[src/rtl/router_pkg.sv]
// Shared types and defaults for the router input register stage.
//   state_t        : packet sequencer states
//   DEF_*          : default bus/port/buffer sizing
//   HDR_DEST_LSB   : header layout is {len, dest}; dest starts at bit 0 and len sits directly above it
package router_pkg;

  localparam int unsigned DEF_DW         = 8;
  localparam int unsigned DEF_ADDR_W     = 2;
  localparam int unsigned DEF_NUM_PORTS  = 3;
  localparam int unsigned DEF_HOLD_DEPTH = 4;

  localparam int unsigned HDR_DEST_LSB = 0;

  typedef enum logic [2:0] {
    IDLE    = 3'd0,
    PAYLOAD = 3'd1,
    PARITY  = 3'd2,
    CHECK   = 3'd3,
    DROP    = 3'd4
  } state_t;

endpackage

[src/rtl/router_register_gen_if.sv]
// Byte-stream interface between upstream port, register stage and destination FIFO.
//   master : upstream/FIFO side (drives pkt_vld, din, fifo_full)
//   slave  : register stage (drives busy, dout, dout_vld, dest, status flags)
// Optional err_cnt signal present when ROUTER_ERR_CNT_EN is defined.
interface router_register_gen_if #(
  parameter int unsigned DW     = router_pkg::DEF_DW,
  parameter int unsigned ADDR_W = router_pkg::DEF_ADDR_W
) ();

  logic              pkt_vld;
  logic [DW-1:0]     din;
  logic              busy;
  logic              fifo_full;
  logic [DW-1:0]     dout;
  logic              dout_vld;
  logic [ADDR_W-1:0] dest;
  logic              parity_done;
  logic              low_pkt_valid;
  logic              err;
  logic              pkt_drop;
`ifdef ROUTER_ERR_CNT_EN
  logic [7:0]        err_cnt;

  modport master (
    output pkt_vld, din, fifo_full,
    input  busy, dout, dout_vld, dest, parity_done, low_pkt_valid, err, pkt_drop, err_cnt
  );
  modport slave (
    input  pkt_vld, din, fifo_full,
    output busy, dout, dout_vld, dest, parity_done, low_pkt_valid, err, pkt_drop, err_cnt
  );
`else
  modport master (
    output pkt_vld, din, fifo_full,
    input  busy, dout, dout_vld, dest, parity_done, low_pkt_valid, err, pkt_drop
  );
  modport slave (
    input  pkt_vld, din, fifo_full,
    output busy, dout, dout_vld, dest, parity_done, low_pkt_valid, err, pkt_drop
  );
`endif

endinterface

[src/rtl/router_hold_buf.sv]
// Synchronous FIFO that absorbs destination stalls.
//   clk, rstn      : clock, synchronous active-low flush
//   push, wdata    : write (ignored when full)
//   pop, rdata     : read; rdata is the current head (valid when !empty)
//   full, empty    : occupancy flags
//   count          : number of stored entries, 0..DEPTH
module router_hold_buf #(
  parameter int unsigned DW    = 8,
  parameter int unsigned DEPTH = 4,
  localparam int unsigned PTR_W = $clog2(DEPTH),
  localparam int unsigned CNT_W = $clog2(DEPTH) + 1
) (
  input  logic             clk,
  input  logic             rstn,
  input  logic             push,
  input  logic [DW-1:0]    wdata,
  input  logic             pop,
  output logic [DW-1:0]    rdata,
  output logic             full,
  output logic             empty,
  output logic [CNT_W-1:0] count
);

  logic [DW-1:0]    mem [DEPTH];
  logic [PTR_W-1:0] wr_ptr;
  logic [PTR_W-1:0] rd_ptr;
  logic             do_push;
  logic             do_pop;

  assign full    = (count == CNT_W'(DEPTH));
  assign empty   = (count == '0);
  assign do_push = push && !full;
  assign do_pop  = pop && !empty;
  assign rdata   = mem[rd_ptr];

  // Storage array carries no reset; occupancy is tracked by the pointers.
  always_ff @(posedge clk) begin
    if (do_push) mem[wr_ptr] <= wdata;
  end

  always_ff @(posedge clk) begin
    if (!rstn) begin
      wr_ptr <= '0;
      rd_ptr <= '0;
      count  <= '0;
    end else begin
      if (do_push) wr_ptr <= wr_ptr + PTR_W'(1);
      if (do_pop)  rd_ptr <= rd_ptr + PTR_W'(1);
      count <= count + CNT_W'(do_push) - CNT_W'(do_pop);
    end
  end

endmodule

[src/rtl/router_register_gen.sv]
// Router input register stage: sequences header / LEN payload / parity bytes,
// drops invalid destinations, checks XOR parity and length, and buffers bytes
// in a hold FIFO while the destination FIFO is full.
//   clk, rstn : clock, synchronous active-low reset
//   bus       : router_register_gen_if.slave (pkt_vld, din, busy, fifo_full,
//               dout, dout_vld, dest, parity_done, low_pkt_valid, err, pkt_drop)
// Optional: define ROUTER_ERR_CNT_EN to add bus.err_cnt, a saturating count
// of failed checks plus dropped packets.
module router_register_gen
  import router_pkg::*;
#(
  parameter int unsigned DW         = DEF_DW,
  parameter int unsigned ADDR_W     = DEF_ADDR_W,
  parameter int unsigned NUM_PORTS  = DEF_NUM_PORTS,
  parameter int unsigned HOLD_DEPTH = DEF_HOLD_DEPTH
) (
  input  logic                  clk,
  input  logic                  rstn,
  router_register_gen_if.slave  bus
);

  localparam int unsigned LEN_W = DW - ADDR_W;
  localparam int unsigned CNT_W = $clog2(HOLD_DEPTH) + 1;

  state_t            state;
  logic [LEN_W-1:0]  len_q;
  logic [LEN_W-1:0]  cnt_q;
  logic [DW-1:0]     acc_q;
  logic [DW-1:0]     par_q;
  logic              len_err_q;
  logic [DW-1:0]     dout_q;
  logic              dout_vld_q;
  logic [ADDR_W-1:0] dest_q;
  logic              parity_done_q;
  logic              err_q;
  logic              pkt_drop_q;

  logic [DW-1:0]     buf_rdata;
  logic              buf_full;
  logic              buf_empty;
  logic [CNT_W-1:0]  buf_count;

  logic [ADDR_W-1:0] hdr_dest;
  logic [LEN_W-1:0]  hdr_len;
  logic              hdr_ok;
  logic              busy_c;
  logic              accept_c;
  logic              push_c;
  logic              bypass_c;
  logic              pop_c;
  logic              chk_err_c;

  assign hdr_dest  = bus.din[HDR_DEST_LSB +: ADDR_W];
  assign hdr_len   = bus.din[HDR_DEST_LSB + ADDR_W +: LEN_W];
  assign hdr_ok    = (32'(hdr_dest) < NUM_PORTS);

  // Busy follows the registered occupancy, so a pop in the same cycle does not lift it.
  assign busy_c    = (buf_count == CNT_W'(HOLD_DEPTH));
  assign accept_c  = !busy_c && (state != CHECK) &&
                     (bus.pkt_vld || state == PAYLOAD || state == PARITY || state == DROP);
  assign push_c    = accept_c && ((state == IDLE && hdr_ok) || state == PAYLOAD || state == PARITY);
  // An empty buffer with a free FIFO forwards the accepted byte straight to dout.
  assign bypass_c  = push_c && buf_empty && !bus.fifo_full;
  assign pop_c     = !buf_empty && !bus.fifo_full;
  assign chk_err_c = (acc_q != par_q) || len_err_q;

  router_hold_buf #(
    .DW    (DW),
    .DEPTH (HOLD_DEPTH)
  ) u_hold_buf (
    .clk   (clk),
    .rstn  (rstn),
    .push  (push_c && !bypass_c && !buf_full),
    .wdata (bus.din),
    .pop   (pop_c),
    .rdata (buf_rdata),
    .full  (buf_full),
    .empty (buf_empty),
    .count (buf_count)
  );

  // Packet sequencer and registered outputs.
  always_ff @(posedge clk) begin
    if (!rstn) begin
      state         <= IDLE;
      len_q         <= '0;
      cnt_q         <= '0;
      acc_q         <= '0;
      par_q         <= '0;
      len_err_q     <= 1'b0;
      dout_q        <= '0;
      dout_vld_q    <= 1'b0;
      dest_q        <= '0;
      parity_done_q <= 1'b0;
      err_q         <= 1'b0;
      pkt_drop_q    <= 1'b0;
    end else begin
      pkt_drop_q <= 1'b0;
      dout_vld_q <= 1'b0;
      if (bypass_c) begin
        dout_q     <= bus.din;
        dout_vld_q <= 1'b1;
      end else if (pop_c) begin
        dout_q     <= buf_rdata;
        dout_vld_q <= 1'b1;
      end

      case (state)
        IDLE: begin
          if (accept_c) begin
            if (hdr_ok) begin
              dest_q        <= hdr_dest;
              len_q         <= hdr_len;
              acc_q         <= bus.din;
              cnt_q         <= '0;
              parity_done_q <= 1'b0;
              state         <= (hdr_len == '0) ? PARITY : PAYLOAD;
            end else begin
              state <= DROP;
            end
          end
        end
        PAYLOAD: begin
          if (accept_c) begin
            cnt_q <= cnt_q + LEN_W'(1);
            if (bus.pkt_vld) begin
              acc_q <= acc_q ^ bus.din;
              if (cnt_q + LEN_W'(1) == len_q) state <= PARITY;
            end else begin
              // Packet ended early: this byte is its parity byte.
              par_q     <= bus.din;
              len_err_q <= 1'b1;
              state     <= CHECK;
            end
          end
        end
        PARITY: begin
          if (accept_c) begin
            par_q <= bus.din;
            if (bus.pkt_vld) len_err_q <= 1'b1;
            state <= CHECK;
          end
        end
        CHECK: begin
          err_q         <= chk_err_c;
          parity_done_q <= 1'b1;
          cnt_q         <= '0;
          len_err_q     <= 1'b0;
          state         <= IDLE;
        end
        DROP: begin
          if (accept_c && !bus.pkt_vld) begin
            pkt_drop_q <= 1'b1;
            state      <= IDLE;
          end
        end
        default: state <= IDLE;
      endcase
    end
  end

`ifdef ROUTER_ERR_CNT_EN
  logic [7:0] err_cnt_q;
  logic       err_evt_c;

  assign err_evt_c = (state == CHECK && chk_err_c) ||
                     (state == DROP && accept_c && !bus.pkt_vld);

  // Saturating error/drop event counter.
  always_ff @(posedge clk) begin
    if (!rstn) begin
      err_cnt_q <= '0;
    end else if (err_evt_c && err_cnt_q != 8'hFF) begin
      err_cnt_q <= err_cnt_q + 8'd1;
    end
  end

  assign bus.err_cnt = err_cnt_q;
`endif

  assign bus.busy          = busy_c;
  assign bus.dout          = dout_q;
  assign bus.dout_vld      = dout_vld_q;
  assign bus.dest          = dest_q;
  assign bus.parity_done   = parity_done_q;
  assign bus.err           = err_q;
  assign bus.pkt_drop      = pkt_drop_q;
  assign bus.low_pkt_valid = (state == PAYLOAD || state == PARITY) && !bus.pkt_vld;

endmodule
[src/flat_wrapper.sv]
// flat-port wrapper written by rule: the top's interface ports become plain ports
module router_register_gen_flat import router_pkg::*;
#(
  parameter int unsigned DW         = DEF_DW,
  parameter int unsigned ADDR_W     = DEF_ADDR_W,
  parameter int unsigned NUM_PORTS  = DEF_NUM_PORTS,
  parameter int unsigned HOLD_DEPTH = DEF_HOLD_DEPTH
)
  (clk, rstn, bus_pkt_vld, bus_din, bus_fifo_full, bus_busy, bus_dout, bus_dout_vld, bus_dest, bus_parity_done, bus_low_pkt_valid, bus_err, bus_pkt_drop);
  router_register_gen_if #(.DW(DW), .ADDR_W(ADDR_W)) bus_i ();
  input  logic clk;
  input  logic rstn;
  input wire logic [$bits(bus_i.pkt_vld)-1:0] bus_pkt_vld;
  input wire logic [$bits(bus_i.din)-1:0] bus_din;
  input wire logic [$bits(bus_i.fifo_full)-1:0] bus_fifo_full;
  output wire logic [$bits(bus_i.busy)-1:0] bus_busy;
  output wire logic [$bits(bus_i.dout)-1:0] bus_dout;
  output wire logic [$bits(bus_i.dout_vld)-1:0] bus_dout_vld;
  output wire logic [$bits(bus_i.dest)-1:0] bus_dest;
  output wire logic [$bits(bus_i.parity_done)-1:0] bus_parity_done;
  output wire logic [$bits(bus_i.low_pkt_valid)-1:0] bus_low_pkt_valid;
  output wire logic [$bits(bus_i.err)-1:0] bus_err;
  output wire logic [$bits(bus_i.pkt_drop)-1:0] bus_pkt_drop;
  assign bus_i.pkt_vld = bus_pkt_vld;
  assign bus_i.din = bus_din;
  assign bus_i.fifo_full = bus_fifo_full;
  assign bus_busy = bus_i.busy;
  assign bus_dout = bus_i.dout;
  assign bus_dout_vld = bus_i.dout_vld;
  assign bus_dest = bus_i.dest;
  assign bus_parity_done = bus_i.parity_done;
  assign bus_low_pkt_valid = bus_i.low_pkt_valid;
  assign bus_err = bus_i.err;
  assign bus_pkt_drop = bus_i.pkt_drop;
  router_register_gen #(.DW(DW), .ADDR_W(ADDR_W), .NUM_PORTS(NUM_PORTS), .HOLD_DEPTH(HOLD_DEPTH)) u_core (.clk(clk), .rstn(rstn), .bus(bus_i));
endmodule
[config.mk]
export PLATFORM = sky130hd
export DESIGN_NAME = router_register_gen_flat
export DESIGN_NICKNAME = d
export VERILOG_FILES = /design/src/rtl/router_pkg.sv /design/src/rtl/router_register_gen_if.sv /design/src/rtl/router_hold_buf.sv /design/src/rtl/router_register_gen.sv /design/src/flat_wrapper.sv
export SDC_FILE = /design/constraint.sdc
export NUM_CORES = 1
export LEC_CHECK = 0
export ABC_AREA = 1
export CAP_MARGIN = 40
export CORE_UTILIZATION = 45
export CTS_CLUSTER_SIZE = 40
export DETAILED_ROUTE_END_ITERATION = 10
export GPL_ROUTABILITY_DRIVEN = 0
export PLACE_DENSITY_LB_ADDON = 0.08
export SYNTH_ARGS = -nofsm -noshare
export SYNTH_HDL_FRONTEND = slang
export SYNTH_SLANG_ARGS = --single-unit
[constraint.sdc]
create_clock -name clk -period 2.38 [get_ports clk]
set_clock_uncertainty 0.15 [all_clocks]
set_input_delay 0.238 -clock clk [delete_from_list [all_inputs] [get_ports clk]]
set_output_delay 0.238 -clock clk [all_outputs]
set_load 0.01 [all_outputs]
==> results.json <==
{
  "outcome": "complete, no violations",
  "antennaDiodeCount": 0,
  "ys.flop_type": "dfxtp_1",
  "postRouteAntennaNets": 0,
  "coreArea_um2": 8810,
  "setup_violations": 0,
  "hold_violations": 0,
  "post-synth-top-area-cell": "dfxtp_1",
  "fin_util_pct": 58.2,
  "die_h_um": 98.1,
  "required_ns": 2.48,
  "clockPowerShare_pct": 16.7,
  "ys.warnings.count": 0,
  "grt_overflow_total": 0,
  "post_drt_wl_per_cell_um": 15.3,
  "cts.sinks": 87,
  "endpoint_kind": "register",
  "synth-seq-cells": 87,
  "track_usage_pct": 22.9,
  "nets": 586,
  "ios": 28,
  "cts.clk_slew.worst_paths_ns": 0.11,
  "initial_core_util_pct": 47.1,
  "maxSlewViolCount": 0,
  "switching_share_pct": 42.0,
  "synth_cell_types": 43,
  "total_power_mw": 6.34,
  "drtPass1Iterations": 5,
  "min_period_over_period_pct": 97.7,
  "powerDensity_nw_per_um2": 1240,
  "grt_pass1_vias": 3398,
  "path_cells": "inv_4 -> nand3_2 -> nand2_2 -> inv_4 -> nand2_4 -> nand2_4 -> nand2_2 -> a21oi_2 -> inv_2 -> ha_4 -> inv_4 -> ha_4 -> inv_2 -> fa_2 -> nor2_1",
  "dr.first_iter.drc_count": 229,
  "p_seq_share_pct": 35.7,
  "synth_most_common_cell": "nand2_1",
  "clock_path_buffers": 2,
  "async_flop_share_pct": 0,
  "drt_wl_total_mm": 10.4,
  "grt_pass1_wl_mm": 17.0,
  "worst_setup_path_start_kind": "register",
  "cts_root_buf": "clkbuf_8",
  "synth_commonest_cells": "68 x nand2_1, 61 x inv_1, 55 x dfxtp_1, 50 x nor2_1, 43 x o21ai_0",
  "crit_buf_inv": 5,
  "tns_ns": 0,
  "crit_top_cell": "inv_4",
  "design_area_um2": 5130,
  "min_path_type": "reg2reg",
  "pwr-share-comb_pct": 47.6,
  "route.detailed.drc": 0,
  "holdBufCountCts": 0,
  "ir_drop_mv": 0.674,
  "ys_seq_area_share_pct": 49.7,
  "crit_family": "adder cells",
  "clkLatencyLatePin_ns": 0.37,
  "cp.arrival_ns": 2.43,
  "syn_avg_cell_area_um2": 8.39,
  "area_growth_pct": 23.5,
  "synth_top_area_share_pct": 26.5,
  "via_per_inst": 5.18,
  "synth_edf_count": 32,
  "worstSetupPathType": "reg2reg",
  "place_ws_ns": -0.253,
  "setup_slack_ns": 0.0546,
  "clock.fmax_mhz": 430,
  "synth_top_cells_by_area": "dfxtp_1 27%, edfxtp_1 23%, nand2_1 6.1%",
  "p_switching_mw": 2.66,
  "place_hpwl_mm": 7.14,
  "final.min_clock_period_ns": 2.33,
  "cell_internal_pwr_mw": 3.68,
  "antenna_found_initial": 0,
  "syn_inst": 495,
  "num_vias": 3519,
  "cp_max_fo": 6,
  "worst_pin_slew_ns": 0.598,
  "layout-drive-gt1-share_pct": 21.0,
  "syn_nets": 515,
  "numCtsBuffers": 9,
  "critPathMaxStageDelay_ns": 0.52,
  "synthesis.area_um2": 4150,
  "placed_area_um2": 4760,
  "rsz0062_at_grt": "yes",
  "die-area_um2": 9610,
  "std_cell_rows": 34,
  "htree_num_levels": 3,
  "grt_max_degree": 26,
  "cap_violations": 0,
  "worst_path_max_delay_cell": "fa_2",
  "leakage_nw": 2.14,
  "die_x_um": 98.1,
  "slew_headroom_pct": 60.1,
  "tritoncts": "done",
  "port_buffers": 27
}
repair_timing:
action / 4_1_cts / 5_1_grt
pin swaps: 3 / 7
resized for setup: 7 / 13
setup buffers: 10 / 3
endpoints found under the setup margin: 2 / 35
area by class of cell:
type / count / area (um2)
timing repair buffer: 75 / 641
tap: 108 / 135
multi-input combinational: 322 / 1790
inverter: 71 / 277
fill: 780 / 3680
clock buffer: 9 / 124
clock inverter: 7 / 86.3
sequential: 87 / 2080
stage by stage:
step	cells	hold slack, ns
2_1_floorplan	495	0.187
3_3_place_gp	650	0.292
3_5_place_dp	650	0.304
4_1_cts	676	0.320
5_1_grt	679	0.338
6_report	679	0.317
worst paths after layout:
path                                                   start  cells past startpoint                                    end  slack, ns
worst max-delay path            u_core.state[2]$_SDFFE_PN0P_                     15  u_core.u_hold_buf.count[1]$_SDFF_PN0_       0.05
worst min-delay path            u_core.par_q[4]$_SDFFE_PN0P_                      2           u_core.par_q[4]$_SDFFE_PN0P_       0.32
worst max register to register  u_core.state[2]$_SDFFE_PN0P_                     15  u_core.u_hold_buf.count[1]$_SDFF_PN0_       0.05
worst min register to register  u_core.par_q[4]$_SDFFE_PN0P_                      2           u_core.par_q[4]$_SDFFE_PN0P_       0.32
kinds of logic (layout without fill, tap and decap cells):
| logic type | after synthesis | in the layout | share of synthesized area, % |
|---|---|---|---|
| AND/OR/NAND/NOR | 192 | 192 | 22.5 |
| AO/OA/AOI/OAI | 115 | 115 | 15.1 |
| flip-flops | 87 | 87 | 49.7 |
| buffers and inverters | 86 | 162 | 8.62 |
| adder cells (fa/ha/maj) | 8 | 8 | 2.59 |
| XOR/XNOR | 7 | 7 | 1.48 |
tightest hold or removal path: stages (launching register included):
cell and delay, ns:
dfxtp_1 0.33, inv_1 0.05, a21oi_1 0.05
layout by cell type (no fill, tap or decap), types with 5 or more instances in the layout:
cell type	Yosys	routed
a21oi_1	41	41
buf_4	1	46
clkbuf_8	0	9
clkdlybuf4s50_1	0	26
dfxtp_1	55	50
edfxtp_1	32	32
ha_1	7	5
inv_1	61	58
inv_2	10	9
nand2_1	68	66
nand2_2	9	11
nand2_4	5	5
nand3_1	42	41
nor2_1	50	48
o21ai_0	43	42
o21ai_1	8	9
o22ai_1	9	9
flip-flops by register name, summed over array words and instances, names as in the netlist, named ones only:
signal / cells
u_core.bus.pkt_drop: 1
u_core.u_hold_buf.rd_ptr: 2
u_core.par_q: 8
u_core.bus.err: 1
u_core.len_q: 6
u_core.state: 3
u_core.bus.dest: 2
u_core.u_hold_buf.mem: 32
u_core.u_hold_buf.count: 3
u_core.cnt_q: 6
u_core.acc_q: 8
u_core.bus.dout: 8
u_core.len_err_q: 1
u_core.u_hold_buf.wr_ptr: 2
u_core.bus.parity_done: 1
u_core.bus.dout_vld: 1
layer usage:
layer	part of all wire, %	vias to the layer above	track usage (%)	routed length (um)
met4	1.2	0	7.34	129
met2	47	91	37.2	4830
met1	47	1626	31.0	4880
li1	-	1790	-	-
met5	0	-	0	0
met3	5.2	12	4.01	537
power by group through the flow:
stage	logic (mW)	registers, mW	clock network, mW
finish	3.02	2.26	1.06
global route	3.36	2.31	1.14
CTS	2.89	2.25	1.07
detailed placement	2.72	2.28	0
global placement	2.66	2.27	0
floorplan	1.88	2.28	0
No activity file was read; power rests on OpenSTA's default activity.
